<file path="config.mk">
export PLATFORM = sky130hd
export DESIGN_NAME = control_sequencer_flat
export DESIGN_NICKNAME = d
export VERILOG_FILES = /design/src/rtl/control_sequencer_if.sv /design/src/rtl/control_sequencer.sv /design/src/flat_wrapper.sv
export SDC_FILE = /design/constraint.sdc
export NUM_CORES = 1
export LEC_CHECK = 0
export ABC_AREA = 0
export CAP_MARGIN = 5
export CORE_ASPECT_RATIO = 1.2
export CORE_MARGIN = 2
export CORE_UTILIZATION = 35
export CTS_BUF_LIST = sky130_fd_sc_hd__clkbuf_16
export DETAILED_ROUTE_END_ITERATION = 6
export PLACE_DENSITY = 0.63
export SYNTH_ARGS = -nofsm -noshare
export SYNTH_HDL_FRONTEND = slang
export SYNTH_SLANG_ARGS = --single-unit
</file>
<file path="constraint.sdc">
create_clock -name CLK -period 1.95 [get_ports CLK]
set_input_delay 0.2925 -clock CLK [delete_from_list [all_inputs] [get_ports CLK]]
set_output_delay 0.2925 -clock CLK [all_outputs]
set_load 0.1 [all_outputs]
</file>
<file path="src/rtl/control_sequencer_if.sv">
// control_sequencer_if
//   Bundles the signals between the microcode sequencer and the rest of the 8-bit CPU.
//   Signals:
//     IR_OP  [3:0]  opcode nibble from the instruction register (upper 4 bits of IR)
//     CF            carry flag from the ALU flag register
//     ZF            zero flag from the ALU flag register
//     CTRL   [15:0] control word {HLT,MI,RI,RO,IO,II,AI,AO,EO_n,SU,BI,OI,CE,CO,J,FI_n}
//     STEP   [2:0]  current microstep, for visibility
//     HALTED        set once HLT has executed, cleared only by reset
//   Handshake: there is no valid/ready pair on this bus. Every signal is level-sensitive
//   and meaningful on every cycle: the datapath acts on CTRL at each rising edge, and
//   IR_OP/CF/ZF are taken as whatever value they hold in the current cycle.
//   Modports: master = sequencer side (drives CTRL/STEP/HALTED),
//             slave  = datapath side (drives IR_OP/CF/ZF).
interface control_sequencer_if;
  logic [3:0]  IR_OP;
  logic        CF;
  logic        ZF;
  logic [15:0] CTRL;
  logic [2:0]  STEP;
  logic        HALTED;

  modport master (
    input  IR_OP,
    input  CF,
    input  ZF,
    output CTRL,
    output STEP,
    output HALTED
  );

  modport slave (
    output IR_OP,
    output CF,
    output ZF,
    input  CTRL,
    input  STEP,
    input  HALTED
  );
endinterface

</file>
<file path="src/rtl/control_sequencer.sv">
// control_sequencer
//   Microcode control sequencer for the 8-bit CPU. Steps each instruction through
//   fetch (T0, T1) and execute (T2..T4) microsteps and decodes the opcode into a
//   16-bit control word. JC/JZ consult CF/ZF at T2. HLT freezes the sequencer.
//   Parameters:
//     MAX_STEP   last legal microstep index (4..7, 3-bit step counter)
//     EARLY_END  1: wrap to T0 after an opcode's last used step; 0: always run to MAX_STEP
//   Ports:
//     CLK   system clock, rising edge
//     CLR   asynchronous active-high reset
//     bus   control_sequencer_if.master: IR_OP/CF/ZF in, CTRL/STEP/HALTED out
module control_sequencer #(
  parameter int MAX_STEP  = 4,
  parameter bit EARLY_END = 1'b1
) (
  input  logic                       CLK,
  input  logic                       CLR,
  control_sequencer_if.master        bus
);

  // Control word bit positions, bit15..bit0.
  localparam logic [15:0] C_HLT  = 16'h8000;
  localparam logic [15:0] C_MI   = 16'h4000;
  localparam logic [15:0] C_RI   = 16'h2000;
  localparam logic [15:0] C_RO   = 16'h1000;
  localparam logic [15:0] C_IO   = 16'h0800;
  localparam logic [15:0] C_II   = 16'h0400;
  localparam logic [15:0] C_AI   = 16'h0200;
  localparam logic [15:0] C_AO   = 16'h0100;
  localparam logic [15:0] C_SU   = 16'h0040;
  localparam logic [15:0] C_BI   = 16'h0020;
  localparam logic [15:0] C_OI   = 16'h0010;
  localparam logic [15:0] C_CE   = 16'h0008;
  localparam logic [15:0] C_CO   = 16'h0004;
  localparam logic [15:0] C_J    = 16'h0002;
  // EO_n and FI_n high: ALU off the bus, flags held.
  localparam logic [15:0] IDLE   = 16'h0081;

  localparam logic [2:0]  LAST_LEGAL = 3'(MAX_STEP);

  typedef enum logic {
    ST_RUN  = 1'b0,
    ST_HALT = 1'b1
  } state_t;

  state_t      state_q;
  logic [2:0]  step_q;
  logic [2:0]  step_d;
  logic [2:0]  last_step;
  logic [15:0] ctrl_run;
  logic        halt_now;
  logic        at_end;

  // Last used microstep of the current opcode; only matters with EARLY_END=1.
  always_comb begin
    last_step = 3'd1;
    case (bus.IR_OP)
      4'h1, 4'h4:                             last_step = 3'd3;
      4'h2, 4'h3:                             last_step = 3'd4;
      4'h5, 4'h6, 4'h7, 4'h8, 4'hE, 4'hF:     last_step = 3'd2;
      default:                                last_step = 3'd1;
    endcase
  end

  // Microcode decode of (STEP, IR_OP, CF, ZF).
  always_comb begin
    ctrl_run = IDLE;
    case (step_q)
      3'd0: ctrl_run = IDLE | C_CO | C_MI;
      3'd1: ctrl_run = IDLE | C_RO | C_II | C_CE;
      3'd2: begin
        case (bus.IR_OP)
          4'h1, 4'h2, 4'h3, 4'h4: ctrl_run = IDLE | C_IO | C_MI;
          4'h5:                   ctrl_run = IDLE | C_IO | C_AI;
          4'h6:                   ctrl_run = IDLE | C_IO | C_J;
          4'h7:                   ctrl_run = bus.CF ? (IDLE | C_IO | C_J) : IDLE;
          4'h8:                   ctrl_run = bus.ZF ? (IDLE | C_IO | C_J) : IDLE;
          4'hE:                   ctrl_run = IDLE | C_AO | C_OI;
          4'hF:                   ctrl_run = IDLE | C_HLT;
          default:                ctrl_run = IDLE;
        endcase
      end
      3'd3: begin
        case (bus.IR_OP)
          4'h1:       ctrl_run = IDLE | C_RO | C_AI;
          4'h2, 4'h3: ctrl_run = IDLE | C_RO | C_BI;
          4'h4:       ctrl_run = IDLE | C_AO | C_RI;
          default:    ctrl_run = IDLE;
        endcase
      end
      3'd4: begin
        // ALU result onto the bus (EO_n=0) and flags latched (FI_n=0).
        case (bus.IR_OP)
          4'h2:    ctrl_run = C_AI;
          4'h3:    ctrl_run = C_AI | C_SU;
          default: ctrl_run = IDLE;
        endcase
      end
      default: ctrl_run = IDLE;
    endcase
  end

  always_comb begin
    at_end   = (step_q == LAST_LEGAL) || (EARLY_END && (step_q == last_step));
    step_d   = at_end ? 3'd0 : step_q + 3'd1;
    halt_now = (bus.IR_OP == 4'hF) && (step_q == 3'd2);
  end

  always_ff @(posedge CLK or posedge CLR) begin
    if (CLR) begin
      state_q <= ST_RUN;
      step_q  <= 3'd0;
    end else begin
      case (state_q)
        ST_RUN: begin
          if (halt_now) begin
            state_q <= ST_HALT;
            step_q  <= 3'd0;
          end else begin
            step_q  <= step_d;
          end
        end
        ST_HALT: begin
          state_q <= ST_HALT;
          step_q  <= step_q;
        end
        default: begin
          state_q <= ST_RUN;
          step_q  <= 3'd0;
        end
      endcase
    end
  end

  // CLR gates the word directly so the datapath goes idle without waiting for a clock.
  assign bus.CTRL   = (CLR || (state_q == ST_HALT)) ? IDLE : ctrl_run;
  assign bus.STEP   = step_q;
  assign bus.HALTED = (state_q == ST_HALT);

endmodule

</file>
<file path="src/flat_wrapper.sv">
// flat-port wrapper written by rule: the top's interface ports become plain ports
module control_sequencer_flat 
#(
  parameter int MAX_STEP  = 4,
  parameter bit EARLY_END = 1'b1
)
  (CLK, CLR, bus_IR_OP, bus_CF, bus_ZF, bus_CTRL, bus_STEP, bus_HALTED);
  control_sequencer_if bus_i ();
  input  logic CLK;
  input  logic CLR;
  input wire logic [$bits(bus_i.IR_OP)-1:0] bus_IR_OP;
  input wire logic [$bits(bus_i.CF)-1:0] bus_CF;
  input wire logic [$bits(bus_i.ZF)-1:0] bus_ZF;
  output wire logic [$bits(bus_i.CTRL)-1:0] bus_CTRL;
  output wire logic [$bits(bus_i.STEP)-1:0] bus_STEP;
  output wire logic [$bits(bus_i.HALTED)-1:0] bus_HALTED;
  assign bus_i.IR_OP = bus_IR_OP;
  assign bus_i.CF = bus_CF;
  assign bus_i.ZF = bus_ZF;
  assign bus_CTRL = bus_i.CTRL;
  assign bus_STEP = bus_i.STEP;
  assign bus_HALTED = bus_i.HALTED;
  control_sequencer #(.MAX_STEP(MAX_STEP), .EARLY_END(EARLY_END)) u_core (.CLK(CLK), .CLR(CLR), .bus(bus_i));
endmodule
</file>
[Word level (Yosys, flattened, before mapping)]
Memories as Yosys holds them, arrays and structs flattened.
Index checks and enable logic that the tools add are counted.
Widths: inputs -> output; s select.
Cells by class
  add/sub/neg operators: 1
  eq/ne operators: 15
  muxes and demuxes: 12
  bitwise gates (word level): 1
  reduce and logical (&&, ||, !) cells: 6
Operator list (count)
  $pmux 16 s7: 1
  $pmux 16 s5: 1
  $pmux 14 s3: 1
  $mux 12: 2
  $pmux 10 s2: 1
  $eq 4x3->1 const B: 4
  $mux 16: 1
  $eq 4x4->1 const B: 3
  $mux 3: 3
  $eq 4x2->1 const B: 2
  $eq 3x2->1 const B: 2
  $eq 4x1->1 const B: 1
  $reduce_or 4->1: 1
  $add 3x1->3 const B: 1
  $eq 3x1->1 const B: 1
  $eq 3x3->1: 1
  $eq 3x3->1 const B: 1
  $logic_not 3->1: 1
  $logic_or 1x1->1: 2
  $pmux 1 s2: 1
  $reduce_or 2->1: 1
  $logic_and 1x1->1: 1
  $mux 1: 1
  $not 1->1: 1
Storage, ports and cells
  register bits after elaboration: 4
  ROM bits: 48
  bits of input ports: 8
  output and inout port bits: 20
  word-level logic and storage cells: 38
  memories kept: 1
Memories
  (no name shown): words 16, bits a word 3, read ports 1, clocked after Yosys merged registers in 0, write ports 0, line control_sequencer.sv:57  | case (bus.IR_OP)

[Depth between registers and ports, before layout]
An unclocked memory read counts as a cell.
  depth in word-level cells: 6
  gate-level depth with buffers: 7
  depth with buffers taken out: 6

[Worst setup path before layout]
OpenSTA, ideal clock, no wires.
  kind: register to output
  start point: reg u_core.step_q[1] (netlist: u_core.bus.STEP[1])
  end point: out bus_CTRL[14]
  arrival: 3.824 ns
  slack: -2.167 ns
  cell stages (with the launch flop): 6
  path buffers: 0
  cell sequence: dfrtp_1 -> ha_1 -> nor3_1 -> nor2_1 -> o21ai_0 -> nor3_1
On the way
  cells in the longest elaborated chain, start to end: 3
  elaborated cells between the ends (all ways): 7
  classes of those cells: 4 x eq/ne; 2 x mux; 1 x reduce/logical
Ends and longest elaborated chain
  start: declaration: line control_sequencer.sv:47  | logic [2:0] step_q;
  start signal: assignment: line control_sequencer.sv:120  | step_q <= step_d;
  start signal: assignment: line control_sequencer.sv:125  | step_q <= step_q;
  $eq 3x3->1, or another cell as far along: line control_sequencer.sv:68  | case (step_q)
  $pmux 16 s5 (*): line control_sequencer.sv:68
  $mux 16 (*): line control_sequencer.sv:136  | assign bus.CTRL = (CLR || (state_q == ST_HALT)) ? IDLE : ctrl_run;
  end: declaration: line flat_wrapper.sv:14  | output wire logic [$bits(bus_i.CTRL)-1:0] bus_CTRL;
Every way passes the cells marked *; elsewhere a longest branch is shown, timed or not.

[Worst setup path after layout]
  start point: reg u_core.step_q[0] (netlist: u_core.bus.STEP[0])
  end point: out bus_CTRL[0]
The elaborated chain is that of the path after synthesis.

==> impl_results.rst <==
.. list-table::
   :header-rows: 1

   * - Metric
     - Value
   * - Routed vias/inst
     - 5.47
   * - Number of distinct library cells after synthesis
     - between 40 and 50
   * - Max FO, Critical Path
     - 4
   * - Crit path launch type
     - flop
   * - Count of H-tree levels built during CTS
     - 1
   * - Setup repair after global routing missed its margin
     - true
   * - Highest attainable clock frequency
     - around 440 MHz
   * - Initial detailed-routing violation count
     - 20
   * - Number of register bits inferred by synthesis
     - 4
   * - Core Rows
     - 19
   * - Number of instances in the synthesized netlist
     - 107
   * - Antenna violations before repair
     - 0
   * - Post-detailed-route count of antenna-violating nets
     - 0
   * - CP peak stage delay
     - between 500 and 600 ps
   * - Area of all placed cells without fillers
     - between 1500 and 2000 sq um
   * - CTS tree
     - built
   * - Final setup slack of the worst path
     - -316 ps
   * - Number of buffers on the longest clock path
     - 2
   * - Total Negative Setup Slacks
     - -2810 ps
   * - Final non-filler cell total
     - 203
   * - Worst clock skew
     - 3.94 ps
   * - Vias in the first global route
     - between 1000 and 1500
   * - Final-report max-slew violation count
     - 0
   * - Clock slew seen by the registers of the worst setup and hold paths
     - roughly 30 ps
   * - Worst path cell trace
     - buf_6, inv_6, ha_4, buf_4, nand2_2, a2111o_2, buf_12
   * - Number of buffers created by CTS
     - 3
   * - Leakage power
     - between 0.8 and 0.9 nW
   * - First-pass GRT wire length
     - ~5.7 mm
   * - Multi-input gate area in the final layout
     - 853 sq um
   * - Failing checks
     - negative setup slack
   * - CP bufs+invs
     - 4
   * - Worst voltage drop across the vdd grid
     - a little under 0.002 V
   * - First drt pass iteration count
     - 4
   * - Initial cell density of the core
     - 0.374
   * - Outcome
     - finished with violations
   * - Final hold violations
     - 0
   * - Cell area after placement
     - roughly 1700 sq um
   * - Total wirelength of the detailed-routed design
     - 3.49 mm
   * - Core ar.
     - 2310 sq um
   * - Slowest library cell on the worst path
     - a2111o_2
   * - Crit Path Category
     - reg -> out
   * - Post-DR wirelength/cell
     - 17.2 um
   * - Nets in the synthesized netlist
     - 120
   * - DRC violations left
     - 0
   * - Required time worst endpoint
     - 1660 ps
   * - Detailed placer's ending HPWL
     - 2.27 mm
   * - HP Class
     - in -> async
   * - Number of vias after detailed routing
     - about 1100
   * - Total inserted antenna cells
     - 0
   * - Remaining max-slew budget at the tightest pin
     - 0.725
   * - Worst hold slack
     - between 500 and 600 ps
   * - Share of cells above drive strength 1
     - 0.674
   * - Final Wtd Congestion
     - 0.822
   * - Register Area
     - ~120 sq um
   * - Largest net degree at the start of global routing
     - 11
   * - Port bufs
     - 27
   * - Count of flip-flops with a built-in enable after synthesis
     - 0
   * - Clock latency on the worst-skew pair
     - about 230 ps
   * - Overall power consumption
     - 2.79 mW
   * - Min Tclk post-route
     - roughly 2300 ps
   * - Transition time at the pin with the least slew margin
     - about 410 ps
   * - Total routing resource utilization after global routing
     - 0.263
   * - Count of synthesis-stage warnings from yosys
     - 0
   * - Area growth from synthesis to layout
     - 130%
   * - Category of the worst setup path capture point
     - output port
   * - Arrival time at the worst endpoint
     - approximately 2000 ps
   * - Critical path's top delay family
     - compound AO/OA/AOI/OAI gates
   * - Worst setup startpoint
     - u_core.bus.STEP[0]
   * - Post-Syn Area per Cell
     - ~8.1 sq um
   * - DIE WIDTH
     - about 49 um
   * - I/O pin cnt
     - 28
   * - Fraction of registers with async set/reset
     - 1.00
   * - Power density over the cells
     - 1410 nW/um^2
   * - Layout filler cell count
     - between 100 and 150
   * - DIE AREA
     - roughly 2900 sq um
   * - Seq/Total Area, Yosys
     - 0.116
   * - Vert. Die Dim
     - 58.4 um
   * - Period utilisation layout
     - 1.16
   * - R2r startpoint
     - u_core.bus.STEP[0]
   * - Max cap viols
     - 0
   * - Total clock sinks
     - 4
   * - Combined area of all synthesized cells
     - ~860 sq um
   * - Root buffer cell
     - clkbuf_16
   * - Final #Nets
     - ~190
   * - Total instance count after detailed placement
     - approximately 190
   * - Overflow left after global routing
     - 0
   * - Top flip-flop cell by instance count after synthesis
     - dfrtp_1
   * - Total setup violations reported at the end of the flow
     - 14
[state kept, by name, summed over array words and instances (netlist names)]
register / flops
u_core.bus.STEP: 3
u_core.bus.HALTED: 1
[cells in the mapped netlist, types with 2 or more instances]
cell	count	area [sq um]
nor3_1	5	25.0
a32oi_1	4	35.0
inv_1	9	33.8
and4_1	2	17.5
a31oi_1	2	12.5
nand3_1	3	15.0
o21ai_0	3	15.0
nor2_1	5	18.8
buf_4	6	45.0
dfrtp_1	4	100
ha_1	5	62.6
nand2b_1	2	12.5
and3_1	3	18.8
buf_6	5	56.3
o21a_1	2	15.0
and2_1	2	12.5
a21oi_1	5	25.0
nor3b_1	2	15.0
nand2_1	6	22.5
nor2b_1	5	31.3
[worst paths after layout]
kind                                            to  slack, ps  cells after the start
worst min register to register  u_core.bus.STEP[0]        750                      2
worst max register to register  u_core.bus.STEP[2]        180                      8
worst min-delay path            u_core.bus.STEP[2]        510                      3
worst max-delay path                   bus_CTRL[0]       -320                      7
min in group CLK                u_core.bus.STEP[0]        750                      2
max in group asynchronous       u_core.bus.STEP[0]       1270                      3
[through the flow]
step / utilization / setup slack (ps)
final: 0.860 / -316
after global routing: 0.860 / -361
after CTS: 0.837 / -332
after detailed placement: 0.723 / -269
after global placement: 0.723 / -237
after floorplan: - / -572
[cell type report]
type,count,area share
multi-input cells,82,0.430
flip-flops and latches,4,0.0580
clock buffers,3,0.0379
inverters,10,0.0227
well taps,31,0.0196
repair buffers,73,0.432
[per-layer routing]
layer,wire length [um],up-vias,part of all wire,GRT usage
met5,0,-,0,0
met4,66,0,0.019,0.114
met3,146,9,0.042,0.0355
met2,1990,41,0.57,0.525
met1,1290,532,0.37,0.271
li1,-,528,-,-
[timing repair]
| item | CTS | global route |
|---|---|---|
| endpoints found under the setup margin | 13 | 16 |
| gates resized for setup | 29 | 8 |
| setup buffers | 10 | 6 |
| endpoints found under the hold margin | 0 | 0 |
| pin swaps | 13 | 9 |
| gates cloned | 0 | 0 |
| hold buffers | 0 | 0 |
[kinds of logic (layout without fill, tap and decap cells)]
kind of cell / Yosys count / in the layout / synth area share
AO/OA/AOI/OAI: 30 / 30 / 0.300
XOR/XNOR: 1 / 1 / 0.0102
adder cells (fa/ha/maj): 5 / 5 / 0.0726
buffers and inverters: 21 / 86 / 0.161
flip-flops: 4 / 4 / 0.116
multiplexers: 1 / 1 / 0.0131
AND/OR/NAND/NOR: 45 / 45 / 0.327
[layout by cell type, fill, tap and decap left out, types with 2 or more instances in the layout]
cell type	synthesis	routed
ha_4	0	3
nor2b_4	0	2
o21ai_0	3	2
nor3_1	5	2
a32oi_1	4	4
and3_4	0	2
nand2_1	6	5
buf_6	5	11
buf_12	0	20
a31oi_1	2	2
a21oi_1	5	4
clkdlybuf4s50_1	0	3
dlygate4sd2_1	0	3
nor2b_1	5	2
clkbuf_16	0	3
inv_1	9	7
buf_4	6	35
and2_4	0	2
nor2_1	5	2
nor2b_2	1	2
nand2b_1	2	2
nor3b_1	2	2
nor2_4	0	3
nor3_4	0	3
nand3_4	0	2
dfrtp_4	0	4
and4_4	0	3
[tightest hold or removal path, stage by stage]
cell and delay (ps):
clkdlybuf4s50_1 490, buf_4 180, inv_1 120
[report_power, final]
part,switching [mW],internal [mW]
logic,1.24,0.980
clock network,0.0648,0.263
registers,0.104,0.146
total,1.40,1.39
(Power assumes the default switching activity.)
